File: src/rtl/sa_pkg.sv
// Shared types and sizing helpers for the systolic array sequencer.
package sa_pkg;

    typedef enum logic [2:0] {
        IDLE,
        CLEAR,
        FEED,
        DRAIN,
        DONE
    } sa_state_t;

    function automatic int kw_width(input int k);
        return (k <= 1) ? 1 : $clog2(k);
    endfunction

    function automatic int drain_len(input int n);
        return 2 * n - 1;
    endfunction

endpackage

File: src/rtl/sa_skew_line.sv
// DEPTH-stage operand delay line; DEPTH=0 degenerates to a wire.
module sa_skew_line #(
    parameter int DEPTH = 1,
    parameter int DW    = 8
) (
    input  logic          clk,
    input  logic          rst,
    input  logic [DW-1:0] d,
    output logic [DW-1:0] q
);

    generate
        if (DEPTH == 0) begin : g_wire
            logic unused_clk_rst;
            assign unused_clk_rst = clk | rst;
            assign q = d;
        end else begin : g_shift
            logic [DW-1:0] stage [DEPTH];

            always_ff @(posedge clk or negedge rst) begin
                if (!rst) begin
                    for (int unsigned s = 0; s < DEPTH; s++) begin
                        stage[s] <= '0;
                    end
                end else begin
                    stage[0] <= d;
                    for (int unsigned s = 1; s < DEPTH; s++) begin
                        stage[s] <= stage[s-1];
                    end
                end
            end

            assign q = stage[DEPTH-1];
        end
    endgenerate

endmodule

File: src/rtl/systolic_array_ctrl.sv
// Job sequencer for an N x N MAC grid: clear, feed K skewed operand slices, drain, flag result.
// Optional completed-job counter port perf_jobs when SA_PERF_CNT_EN is defined.
module systolic_array_ctrl
    import sa_pkg::*;
#(
    parameter int N  = 4,
    parameter int DW = 8,
    parameter int K  = 4
) (
    input  logic                   clk,
    input  logic                   rst,
    input  logic                   start,
    output logic                   busy,
    output logic                   buf_rd_en,
    output logic [kw_width(K)-1:0] k_addr,
    input  logic [N*DW-1:0]        a_col,
    input  logic [N*DW-1:0]        b_row,
    output logic [N*DW-1:0]        a_feed,
    output logic [N*DW-1:0]        b_feed,
    output logic                   pe_clr_n,
    output logic                   res_valid
`ifdef SA_PERF_CNT_EN
    ,
    output logic [31:0]            perf_jobs
`endif
);

    localparam int KW  = kw_width(K);
    localparam int DL  = drain_len(N);
    localparam int DCW = kw_width(DL);
    localparam logic [KW-1:0]  K_LAST = KW'(K - 1);
    localparam logic [DCW-1:0] D_LAST = DCW'(DL - 1);

    sa_state_t      state;
    sa_state_t      state_nxt;
    logic [KW-1:0]  k_cnt;
    logic [DCW-1:0] d_cnt;
    logic           rd_q;
    logic           clr_state;
    logic [N*DW-1:0] a_head;
    logic [N*DW-1:0] b_head;

    always_ff @(posedge clk or negedge rst) begin
        if (!rst) begin
            state <= IDLE;
        end else begin
            state <= state_nxt;
        end
    end

    always_comb begin
        state_nxt = state;
        busy      = 1'b1;
        buf_rd_en = 1'b0;
        res_valid = 1'b0;
        clr_state = 1'b0;
        case (state)
            IDLE: begin
                busy = 1'b0;
                if (start) state_nxt = CLEAR;
            end
            CLEAR: begin
                clr_state = 1'b1;
                state_nxt = FEED;
            end
            FEED: begin
                buf_rd_en = 1'b1;
                if (k_cnt == K_LAST) state_nxt = DRAIN;
            end
            DRAIN: begin
                if (d_cnt == D_LAST) state_nxt = DONE;
            end
            DONE: begin
                res_valid = 1'b1;
                state_nxt = IDLE;
            end
            default: begin
                busy      = 1'b0;
                state_nxt = IDLE;
            end
        endcase
    end

    // Clear is also forced while reset is held so the PEs never see stale sums.
    assign pe_clr_n = rst & ~clr_state;
    assign k_addr   = k_cnt;

    always_ff @(posedge clk or negedge rst) begin
        if (!rst) begin
            k_cnt <= '0;
            d_cnt <= '0;
            rd_q  <= 1'b0;
        end else begin
            rd_q <= buf_rd_en;
            if (state == FEED) begin
                k_cnt <= (k_cnt == K_LAST) ? '0 : k_cnt + 1'b1;
            end
            if (state == DRAIN) begin
                d_cnt <= (d_cnt == D_LAST) ? '0 : d_cnt + 1'b1;
            end
        end
    end

    // Buffer data is only meaningful the cycle after a read strobe.
    assign a_head = rd_q ? a_col : '0;
    assign b_head = rd_q ? b_row : '0;

    generate
        for (genvar i = 0; i < N; i++) begin : g_lane
            sa_skew_line #(
                .DEPTH (i),
                .DW    (DW)
            ) u_a_skew (
                .clk (clk),
                .rst (rst),
                .d   (a_head[i*DW +: DW]),
                .q   (a_feed[i*DW +: DW])
            );

            sa_skew_line #(
                .DEPTH (i),
                .DW    (DW)
            ) u_b_skew (
                .clk (clk),
                .rst (rst),
                .d   (b_head[i*DW +: DW]),
                .q   (b_feed[i*DW +: DW])
            );
        end
    endgenerate

`ifdef SA_PERF_CNT_EN
    always_ff @(posedge clk or negedge rst) begin
        if (!rst) begin
            perf_jobs <= '0;
        end else if (res_valid) begin
            perf_jobs <= perf_jobs + 1'b1;
        end
    end
`endif

endmodule

File: config.mk
export PLATFORM = sky130hd
export DESIGN_NAME = systolic_array_ctrl
export DESIGN_NICKNAME = d
export VERILOG_FILES = /design/src/rtl/sa_pkg.sv /design/src/rtl/sa_skew_line.sv /design/src/rtl/systolic_array_ctrl.sv
export SDC_FILE = /design/constraint.sdc
export NUM_CORES = 1
export LEC_CHECK = 0
export ABC_CLOCK_PERIOD_IN_PS = 3200
export CAP_MARGIN = 20
export CORE_ASPECT_RATIO = 1.75
export CORE_MARGIN = 2
export CORE_UTILIZATION = 47
export DETAILED_ROUTE_END_ITERATION = 12
export HOLD_SLACK_MARGIN = 0.12
export PLACE_DENSITY = 0.94
export SLEW_MARGIN = 40
export SYNTH_ARGS = -nofsm -noshare
export SYNTH_HDL_FRONTEND = slang
export SYNTH_SLANG_ARGS = --single-unit
File: constraint.sdc
create_clock -name clk -period 3.2 [get_ports clk]
set_clock_uncertainty 0.2 [all_clocks]
set_input_delay 0.64 -clock clk [delete_from_list [all_inputs] [get_ports clk]]
set_output_delay 0.64 -clock clk [all_outputs]
set_load 0.005 [all_outputs]
==> summary by stage, run 1 <==
Route
The first detailed-routing pass took 4 iterations. After detailed routing, the number of remaining DRC violations is 0. The via count normalized by instance count is 4.471. The remaining number of nets flagged by the antenna check after routing is 0. Detailed routing placed a total of 519 um of wire on met3. After detailed routing, the wire length on met1 is 2115 um.

The met2 routed wirelength is 3379 um. After detailed routing, the average wire length per cell comes to 14.05 um. The number of vias after detailed routing is 1976. Wires add up to 6209 um.

The highest metal layer used by the detailed router is met4. The violation count after the first detailed-route iteration is 141.

Floorplan
The die footprint is 8436 um2. The horizontal die dimension is 70.30 um. Once the floorplan was initialized, standard cells occupied 48.10% of the core.

For this design the top-level I/O count stands at 137. From bottom edge to top edge, the die measures 120.0 um. In this run the standard cell core region covers 7515 um2. The row count is 42.

Setup path
Traced cell by cell, the critical path runs through buf_4, and2_1, clkdlybuf4s50_1. The count of buffering cells on the critical path with inverters included is 2. The slowest stage of the critical path is the clkdlybuf4s50_1 cell. The sort of element at the start of the critical path is a register. STA classifies the critical path endpoint as an output pin. At the worst endpoint, the arrival time is 1.87 ns. STA puts the critical path data required time at 2.36 ns.

The family with the most delay on the worst path is buffers and inverters. The worst setup path is of the reg -> out kind. In this run the worst path has a maximum fanout of 42. The longest individual stage delay on the worst path is 0.51 ns.

Power
The switching power summed over all nets is 0.9885 mW. The share of total power dissipated in combinational logic is 27.0%. The part of the total power dissipated in sequential elements is 46.2%. Cell internal power was estimated by the tool at 3.048 mW. The share of total power dissipated in the clock network is 26.8%. The analysis attributes to cell leakage a power of 2.295 nW. The switching share of total power is 24.49%. Across the VDD grid, the largest voltage drop is 0.0004522 V. The power per cell area is 801.8 nW/um2.

Placement
The half-perimeter wire length of the detailed placement result is 4553 um. Port buffering added 136 buffers. The weighted congestion reported at the end of routability-driven placement is 0.7061.

Clock network
For this design, the sink count on the clock tree is 105. The clock-pin slew on the worst setup and hold paths is 0.07 ns. CTS placed an instance of clkbuf_16 at the clock tree root. The total of cells resized after clock tree synthesis is 0.

The later pin in the worst-skew pair is clocked with a latency of 0.33 ns. The count of hold buffers inserted by post-cts repair is 0. The total clock buffers created by CTS is 9. In this run the post-CTS setup repair buffer count came out at 0. TritonCTS built the clock tree.

The largest buffer count on any clock path is 2. The deepest level of the CTS H-tree is 3.

Synthesis
The area share of the largest cell type after synthesis is 72.69%. The number of warnings issued by yosys is 0. The mean cell area of the mapped netlist is 14.29 um2.

The number of nets in the synthesized netlist is 321. The area of the mapped netlist is 3615 um2. Yosys instantiated no cell more often than dfrtp_1.

By count the netlist is led by 105 x dfrtp_1, 65 x and2_1, 48 x buf_4. The share of the Yosys chip area taken by registers is 72.69%. Synthesis inferred 105 register bits.

The count of flip-flops with a built-in enable after synthesis is 0. The biggest area contributor in the post-synthesis netlist is dfrtp_1. Yosys attributes the largest share of cell area to dfrtp_1 73%, and2_1 11%, buf_4 10%, mux2_4 0.83%, clkbuf_1 0.62%. Synthesis produced a netlist whose cell count is 253.

The share of synthesized registers carrying an async set or reset is 100.0%. The main flop type after synthesis is dfrtp_1. The post-synthesis cell type count is 20.

Final layout
For this run, the share of the core covered by cells in the final layout is 67.00%. The area added between synthesis and finish is 39.29%. The area of the multi-input gates is 595.6 um2. The sequential cells in the finished layout cover a total of 2628 um2. Of the cells placed in the final design, the portion with a size suffix greater than 1 is 6.497%.

The count of filler cells inserted in the layout is 542. The final net count is 417. The final antenna diode count is 0.

Timing
The worst max-slew margin expressed relative to the limit is 59.75%. The number of max-slew violations in the final report is 0. Setup repair after global routing left no endpoint under its margin. For the final routed database, the setup TNS stands at 0 ns.

The worst path uses 84.54% of the clock period. The post-route minimum period is 2.705 ns. Setup violations remaining at the end of the flow were counted as 0. Derived from the worst setup path, the maximum achievable clock frequency is 369.6 MHz. At the pin with the least slew margin, the transition time is 0.6038 ns.

The hold violation count in the final report came to 0.

GRT
The number of antenna violations at the first check in global routing was 0. The wire length of the first global-routing pass is 9949 um. For this run, the total global-route usage over all layers was measured as 15.82%. For this run the aggregate overflow at the end of global routing stands at 0.

The number of global-route vias before repair was 2079. The largest net degree at the start of global routing is 73.

Flow run
The max capacitance violation total is 0.

Status
The flow ran to the end, and the final reports show no timing, DRC or antenna violations.

Worst hold path
The worst hold path belongs to the class reg -> reg.
kinds of logic after synthesis:
| group | count (synthesis) | synth area share (%) |
|---|---|---|
| XOR/XNOR | 1 | 0.2423 |
| flip-flops | 105 | 72.69 |
| AO/OA/AOI/OAI | 7 | 1.177 |
| adder cells (fa/ha/maj) | 1 | 0.3461 |
| AND/OR/NAND/NOR | 80 | 13.60 |
| buffers and inverters | 56 | 10.83 |
| multiplexers | 3 | 1.108 |
cells in the final DEF, fill, tap and decap left out, types with 2 or more instances in the layout:
cell,Yosys,layout
nand2_1,4,4
o21ai_0,3,3
clkinvlp_4,0,2
and2_1,65,65
nor2_1,6,6
nand3b_1,2,2
clkdlybuf4s50_1,0,135
o31ai_1,2,2
clkbuf_16,0,9
dfrtp_1,105,105
buf_4,48,4
mux2_4,2,2
power by group through the flow:
stage / clock (mW) / sequential (mW) / combinational (mW)
2_1_floorplan: 0 / 1.86 / 0.629
3_3_place_gp: 0 / 1.87 / 1.06
3_5_place_dp: 0 / 1.90 / 1.10
4_1_cts: 1.11 / 1.87 / 1.11
5_1_grt: 1.16 / 1.91 / 1.19
6_report: 1.08 / 1.87 / 1.09
final cells by class:
type                            instances  area share (%)
Sequential cell                       105           52.19
Timing Repair Buffer                  140           27.66
Multi-Input combinational cell         92           11.83
Clock buffer                           11           4.821
Tap cell                               88           2.187
Clock inverter                          5           1.243
Inverter                                1         0.07455
per-layer routing:
metal / vias to the layer above / GRT usage [%]
met2: 91 / 26.42
met5: - / 0
met4: 0 / 9.135
li1: 931 / -
met1: 942 / 16.72
met3: 12 / 6.129
worst paths after layout:
| kind | start | end | slack, ns | cells after the start |
|---|---|---|---|---|
| max reg2reg | rd_q$_DFF_PN0_ | g_lane[1].u_a_skew.q[4]$_DFF_PN0_ | 1.72 | 3 |
| min | g_lane[2].u_a_skew.g_shift.stage[13]$_DFF_PN0_ | g_lane[2].u_a_skew.q[5]$_DFF_PN0_ | 0.14 | 0 |
| min in group asynchronous | rst | g_lane[3].u_b_skew.q[7]$_DFF_PN0_ | 0.17 | 2 |
| max in group asynchronous | rst | g_lane[2].u_b_skew.g_shift.stage[15]$_DFF_PN0_ | 1.69 | 3 |
| max | rd_q$_DFF_PN0_ | a_feed[0] | 0.49 | 3 |
| min reg2reg | g_lane[2].u_a_skew.g_shift.stage[13]$_DFF_PN0_ | g_lane[2].u_a_skew.q[5]$_DFF_PN0_ | 0.14 | 0 |
per-stage QoR:
| step | hold slack, ns | cell area (um2) | setup WS [ns] | total power [mW] | cells |
|---|---|---|---|---|---|
| final | 0.1439 | 5035 | 0.4946 | 4.037 | 442 |
| after global routing | 0.1491 | 5035 | 0.3355 | 4.261 | 442 |
| after CTS | 0.1478 | 5031 | 0.4703 | 4.090 | 442 |
| after detailed placement | 0.1347 | 4726 | 0.6199 | 2.993 | 426 |
| after global placement | 0.1323 | 4726 | 0.6528 | 2.925 | 426 |
| after floorplan | 0.1312 | 3615 | 1.467 | 2.486 | 253 |
registers in the layout, summed over array words and instances (netlist names):
signal                         cells
g_lane.u_a_skew.g_shift.stage     24
rd_q                               1
g_lane.u_b_skew.q                 24
d_cnt                              3
g_lane.u_a_skew.q                 24
k_addr                             2
g_lane.u_b_skew.g_shift.stage     24
state                              3
worst reg2reg max path: stages (launching register included):
cell	delay [ns]
dfrtp_1	0.47
buf_4	0.34
buf_4	0.25
and2_1	0.16
Power figures use the tool's default switching activity.
==> inputs of run 2 (changes only) <==
- ABC_CLOCK_PERIOD_IN_PS: 3200 -> 2600
- CORE_UTILIZATION: 47 -> 43
- PLACE_DENSITY: 0.94 -> 0.87
- clock period: 3.2 -> 2.6 ns (I/O delays scaled with it)
==> summary by stage, run 2 (synthesis gave the netlist of run 1 again) <==
Timing
The slew at the pin closest to its max-slew limit is 0.6461 ns (was 0.6038 ns). The worst max-slew margin expressed relative to the limit came to 56.93% (was 59.75%). The post-route minimum period is 2.551 ns. The highest achievable clock rate is 392.1 MHz.

Dividing the final minimum period by the clock period gives 98.10%. The total of endpoints with negative setup slack in the final report is 0 (unchanged). The hold violation count in the final report is 0 (unchanged). Setup repair after global routing missed its margin: no (unchanged). The total negative slack for setup checks came to 0 ns (unchanged). The number of max-slew violations in the final report came to 0 (unchanged). The final worst slack is 0.04943 ns (was 0.4946 ns).

Clock network
The CTS root buffer is clkbuf_16 (unchanged). The CTS tree is built (unchanged). The largest buffer count on any clock path is 2 (unchanged). The number of sinks on the clock net is 105 (unchanged). The latest clock arrival within the worst-skew pair is 0.34 ns (was 0.33 ns). The total clock buffers created by CTS came to 9 (unchanged). The deepest level of the CTS H-tree is 3 (unchanged). The setup fix buffers added after clock tree synthesis is 0 (unchanged).

The clock-pin slew on the worst setup and hold paths is 0.06 ns (was 0.07 ns).

Floorplan
The starting utilization of the core area is 43.77% (was 48.10%). The top-level port count is 137 (unchanged). The horizontal die dimension is 73.31 um (was 70.30 um).

The row count is 44 (was 42). The die footprint was 9185 um2 (was 8436 um2). The area of the core came to 8258 um2 (was 7515 um2). The die outline height is 125.3 um (was 120.0 um).

Placement
The half-perimeter wire length of the detailed placement result is 4477 um (was 4553 um). The post-placement cell area is 4736 um2 (was 4726 um2). The count of input and output buffers is 136 (unchanged). The weighted congestion reported at the end of routability-driven placement is 0.7504 (was 0.7061). The minimum setup slack after placement came to 0.2639 ns (was 0.6199 ns).

Final layout
The final standard cell utilization of the core is 61.09% (was 67.00%). The cell area after layout came to 5045 um2 (was 5035 um2). The most common cell after layout, fill and taps aside was clkdlybuf4s50_1 (unchanged).

Commonest non-fill, non-tap cells in the layout: 135 x clkdlybuf4s50_1, 104 x dfrtp_1, 65 x and2_1 (was 135 x clkdlybuf4s50_1, 105 x dfrtp_1, 65 x and2_1). The final net count is 417 (unchanged). The proportion of layout cells with a drive suffix above 1 was 5.932% (was 6.497%).

The area added between synthesis and finish was 39.56% (was 39.29%). The final antenna diode count is 0 (unchanged). The count of filler cells inserted in the layout is 638 (was 542).

GRT
The number of global-route vias before repair is 2264 (was 2079). The wire length of the first global-routing pass was 10750 um (was 9949 um). The number of antenna violations at the first check in global routing is 0 (unchanged).

The all-layer global routing usage came to 15.82% (about the same). The total grt overflow is 0 (unchanged). The largest net degree at the start of global routing was 58 (was 73).

Setup path
The sort of element at the end of the critical path is an output pin (unchanged). The data required time of the worst path is 1.88 ns (was 2.36 ns). The count of buffering cells on the critical path with inverters included is 3 (was 2). CP Cell Sequence: dlygate4sd3_1, buf_4, a21boi_0, clkdlybuf4s50_1 (was buf_4, and2_1, clkdlybuf4s50_1). The worst setup slack for register-to-register paths is 1.13 ns (was 1.72 ns). The slowest cell on the critical path is clkdlybuf4s50_1 (unchanged). The worst path arrival time is 1.83 ns (was 1.87 ns).

The family with the most delay on the worst path is buffers and inverters (unchanged). The critical path class was in -> out (was reg -> out). The largest fanout of any net on the critical path is 2 (was 42). The sort of element at the start of the critical path is an input port (was register). The longest individual stage delay on the worst path is 0.53 ns (was 0.51 ns).

Status
Outcome: complete, no violations (unchanged).

Power
The power after layout is 4.992 mW (was 4.037 mW). The power per cell area was 989.5 nW/um2 (was 801.8 nW/um2). The static leakage is 2.299 nW (was 2.295 nW).

The worst voltage drop across the vdd grid is 0.0006368 V (was 0.0004522 V).

Flow run
The max capacitance violation total is 0 (unchanged).

Route
The detailed-route wire length per cell is 14.18 um (was 14.05 um). The post-route DRC violation count is 0 (unchanged). The detailed-router iteration count before antenna repair came to 4 (unchanged). The final wirelength is 6324 um (was 6209 um).

The via count normalized by instance count is 4.500 (was 4.471). The number of vias after detailed routing is 2007 (was 1976). The remaining number of nets flagged by the antenna check after routing is 0 (unchanged). The violation count after the first detailed-route iteration is 163 (was 141).

Worst hold path
The worst min-delay path category is reg -> reg (unchanged).
run 2: changes by cell type in the layout (fill, tap and decap cells not counted), sizes merged:
cell / delta
buf: -1
clkbuf: +2
clkinvlp: -2
dlygate4sd3: +1
run 2: metal layers:
layer / vias to the layer above / wire, um / GRT usage, %
met5: - / 0 / 0
met4: 0 / 273 / 10.16
met3: 26 / 519 / 4.915
met2: 107 / 3374 / 26.18
met1: 951 / 2156 / 16.91
li1: 923 / - / -
run 2: path summary, 6_finish.rpt:
kind,start,endpoint,cells past startpoint
min in group asynchronous,rst,k_addr[1]$_DFFE_PN0N_,3
max,rst,pe_clr_n,4
min reg2reg,g_lane[3].u_a_skew.g_shift.stage[17]$_DFF_PN0_,g_lane[3].u_a_skew.g_shift.stage[9]$_DFF_PN0_,0
max reg2reg,state[0]$_DFFE_PN0P_,k_addr[0]$_DFFE_PN0N_,2
min,g_lane[3].u_a_skew.g_shift.stage[17]$_DFF_PN0_,g_lane[3].u_a_skew.g_shift.stage[9]$_DFF_PN0_,0
max in group asynchronous,rst,g_lane[3].u_b_skew.q[6]$_DFF_PN0_,4
run 2: worst register-to-register path: stages, from the launching register on:
cell     delay (ns)
dfrtp_1        0.48
nor3b_4        0.35
mux2_4         0.33
run 2: report_power, final:
group          internal [mW]  leakage [nW]  switching (mW)
sequential              2.11          1.35           0.200
combinational          0.883         0.800           0.465
clock                  0.779         0.144           0.559
run 2: layout make-up:
| class | count | area [um2] | share of cell area (%) |
|---|---|---|---|
| flip-flops and latches | 105 | 2629 | 52.11 |
| repair buffers | 140 | 1404 | 27.83 |
| multi-input cells | 92 | 595.6 | 11.81 |
| clock buffers | 13 | 250.2 | 4.960 |
| well taps | 92 | 115.1 | 2.282 |
| clock inverters | 3 | 47.55 | 0.9425 |
| inverters | 1 | 3.754 | 0.07440 |
run 2: timing repair:
| item | 4_1_cts | 5_1_grt |
|---|---|---|
| hold buffers | 1 | 0 |
| endpoints found under the hold margin | 48 | 0 |
| resized for setup | 0 | 1 |
| endpoints found under the setup margin | 0 | 2 |
run 2: stage by stage:
| step | hold WS (ns) | std cells |
|---|---|---|
| global route | 0.1533 | 446 |
| detailed placement | 0.1347 | 429 |
| CTS | 0.1491 | 446 |
| floorplan | 0.02441 | 253 |
| finish | 0.1465 | 446 |
| global placement | 0.1313 | 429 |
==> inputs of run 3 (changes only) <==
- HOLD_SLACK_MARGIN: 0.12 -> not set
==> summary by stage, run 3 (synthesis gave the netlist of run 1 again) <==
Status
Outcome: complete, no violations (unchanged).

Route
The detailed-router iteration count before antenna repair is 4 (unchanged). The violation count after the first detailed-route iteration is 173 (was 163). The number of vias after detailed routing is 2003 (was 2007).

The final wirelength came to 6322 um (was 6324 um). The detailed-route wire length per cell is 14.21 um (was 14.18 um). The remaining number of nets flagged by the antenna check after routing is 0 (unchanged).

The post-route DRC violation count is 0 (unchanged). The via count normalized by instance count was 4.501 (was 4.500).

Final layout
The final net count is 416 (was 417). The final standard cell utilization of the core is 60.97% (was 61.09%). The most common cell after layout, fill and taps aside is clkdlybuf4s50_1 (unchanged).

The count of filler cells inserted in the layout was 639 (was 638). Commonest non-fill, non-tap cells in the layout: 135 x clkdlybuf4s50_1, 104 x dfrtp_1, 65 x and2_1 (unchanged). The proportion of layout cells with a drive suffix above 1 is 5.949% (was 5.932%). The number of standard cells in the layout, taps in and fillers out is 445 (was 446). The final antenna diode count was 0 (unchanged). The area added between synthesis and finish is 39.29% (was 39.56%).

Timing
The hold violation count in the final report is 0 (unchanged). The post-route fraction of the period consumed by the critical path is 94.23% (was 98.10%). Setup repair after global routing missed its margin: no (unchanged). The number of max-slew violations in the final report was 0 (unchanged).

The total of endpoints with negative setup slack in the final report is 0 (unchanged). The worst hold-check slack is 0.07321 ns (was 0.1465 ns). The total negative slack for setup checks is 0 ns (unchanged). The post-route minimum period was 2.450 ns (was 2.551 ns). The highest achievable clock rate is 408.2 MHz (was 392.1 MHz). The slew at the pin closest to its max-slew limit was 0.6445 ns (was 0.6461 ns).

The worst max-slew margin expressed relative to the limit is 57.03% (was 56.93%).

Floorplan
The row count is 44 (unchanged). The area of the core is 8258 um2 (unchanged). The die footprint is 9185 um2 (unchanged). The die outline height is 125.3 um (unchanged). The starting utilization of the core area is 43.77% (unchanged). The top-level port count is 137 (unchanged). The horizontal die dimension is 73.31 um (unchanged).

Power
The static leakage is 2.295 nW (was 2.299 nW). The worst voltage drop across the vdd grid came to 0.0006367 V (was 0.0006368 V). The power per cell area is 990.7 nW/um2 (was 989.5 nW/um2).

Clock network
The CTS tree is built (unchanged). The total clock buffers created by CTS is 9 (unchanged). The setup fix buffers added after clock tree synthesis is 0 (unchanged).

The total of cells resized after clock tree synthesis came to 0 (unchanged). The CTS root buffer is clkbuf_16 (unchanged). The count of hold buffers inserted by post-cts repair is 0 (was 1). The latest clock arrival within the worst-skew pair is 0.34 ns (about the same). The number of sinks on the clock net is 105 (unchanged). The clock-pin slew on the worst setup and hold paths was 0.07 ns (was 0.06 ns). The largest buffer count on any clock path is 2 (unchanged). The deepest level of the CTS H-tree is 3 (unchanged).

Flow run
The max capacitance violation total is 0 (unchanged).

Setup path
The largest fanout of any net on the critical path is 7 (was 2). The family with the most delay on the worst path is buffers and inverters (unchanged). The worst path arrival time is 1.73 ns (was 1.83 ns). The slowest cell on the critical path is clkdlybuf4s50_1 (unchanged). CP Cell Sequence: nor3b_4, clkdlybuf4s50_1 (was dlygate4sd3_1, buf_4, a21boi_0, clkdlybuf4s50_1).

The count of buffering cells on the critical path with inverters included is 1 (was 3). The sort of element at the end of the critical path was an output pin (unchanged). The critical path class is reg -> out (was in -> out). The data required time of the worst path is 1.88 ns (about the same).

The longest individual stage delay on the worst path is 0.56 ns (was 0.53 ns). The sort of element at the start of the critical path was a register (was input port).

GRT
The number of antenna violations at the first check in global routing is 0 (unchanged). The largest net degree at the start of global routing was 58 (unchanged). The total grt overflow is 0 (unchanged). The all-layer global routing usage is 15.80% (was 15.82%). The wire length of the first global-routing pass is 10740 um (was 10750 um). The number of global-route vias before repair is 2261 (was 2264).

Placement
The half-perimeter wire length of the detailed placement result was 4477 um (unchanged). The weighted congestion reported at the end of routability-driven placement is 0.7504 (unchanged). The number of cells in the design after placement is 429 (unchanged). The count of input and output buffers is 136 (unchanged).

Worst hold path
The worst min-delay path category is in -> async (was reg -> reg).
[run 3: cell types whose count changed in the layout (fill, tap and decap cells not counted)]
| cell | previous run | this run |
|---|---|---|
| dlygate4sd3_1 | 1 | 0 |
[run 3: final timing paths]
kind | from | endpoint | slack [ns] | depth (start not counted)
max | state[0]$_DFFE_PN0P_ | buf_rd_en | 0.15 | 2
min | rst | k_addr[1]$_DFFE_PN0N_ | 0.07 | 2
max reg2reg | state[0]$_DFFE_PN0P_ | k_addr[0]$_DFFE_PN0N_ | 1.13 | 2
min reg2reg | g_lane[3].u_a_skew.g_shift.stage[16]$_DFF_PN0_ | g_lane[3].u_a_skew.g_shift.stage[8]$_DFF_PN0_ | 0.15 | 0
max in group asynchronous | rst | g_lane[3].u_b_skew.q[6]$_DFF_PN0_ | 1.04 | 3
min in group clk | g_lane[3].u_a_skew.g_shift.stage[16]$_DFF_PN0_ | g_lane[3].u_a_skew.g_shift.stage[8]$_DFF_PN0_ | 0.15 | 0
[run 3: routing by layer]
layer / share of wire [%] / track usage (%) / wire (um)
met4: 4.2 / 10.16 / 264
met3: 8.2 / 4.915 / 520
met1: 34 / 16.86 / 2161
met2: 53 / 26.18 / 3375
met5: 0 / 0 / 0
[run 3: power by group]
group / switching (mW) / leakage (nW) / internal [mW]
combinational: 0.464 / 0.796 / 0.882
clock: 0.557 / 0.144 / 0.779
sequential: 0.201 / 1.35 / 2.11
[run 3: layout make-up]
cell class                      count  area [um2]  area share (%)
Clock buffer                       13       250.2           4.970
Clock inverter                      3       47.55          0.9443
Inverter                            1       3.754         0.07455
Multi-Input combinational cell     92       595.6           11.83
Sequential cell                   105        2629           52.21
Tap cell                           92       115.1           2.286
Timing Repair Buffer              139        1394           27.68
[run 3: through the flow]
stage,setup WS (ns),area (um2),power (mW)
2_1_floorplan,1.025,3615,3.060
3_3_place_gp,0.2851,4736,3.630
3_5_place_dp,0.2639,4736,3.703
4_1_cts,0.07740,5034,5.060
5_1_grt,0.05461,5035,5.304
6_report,0.1501,5035,4.988
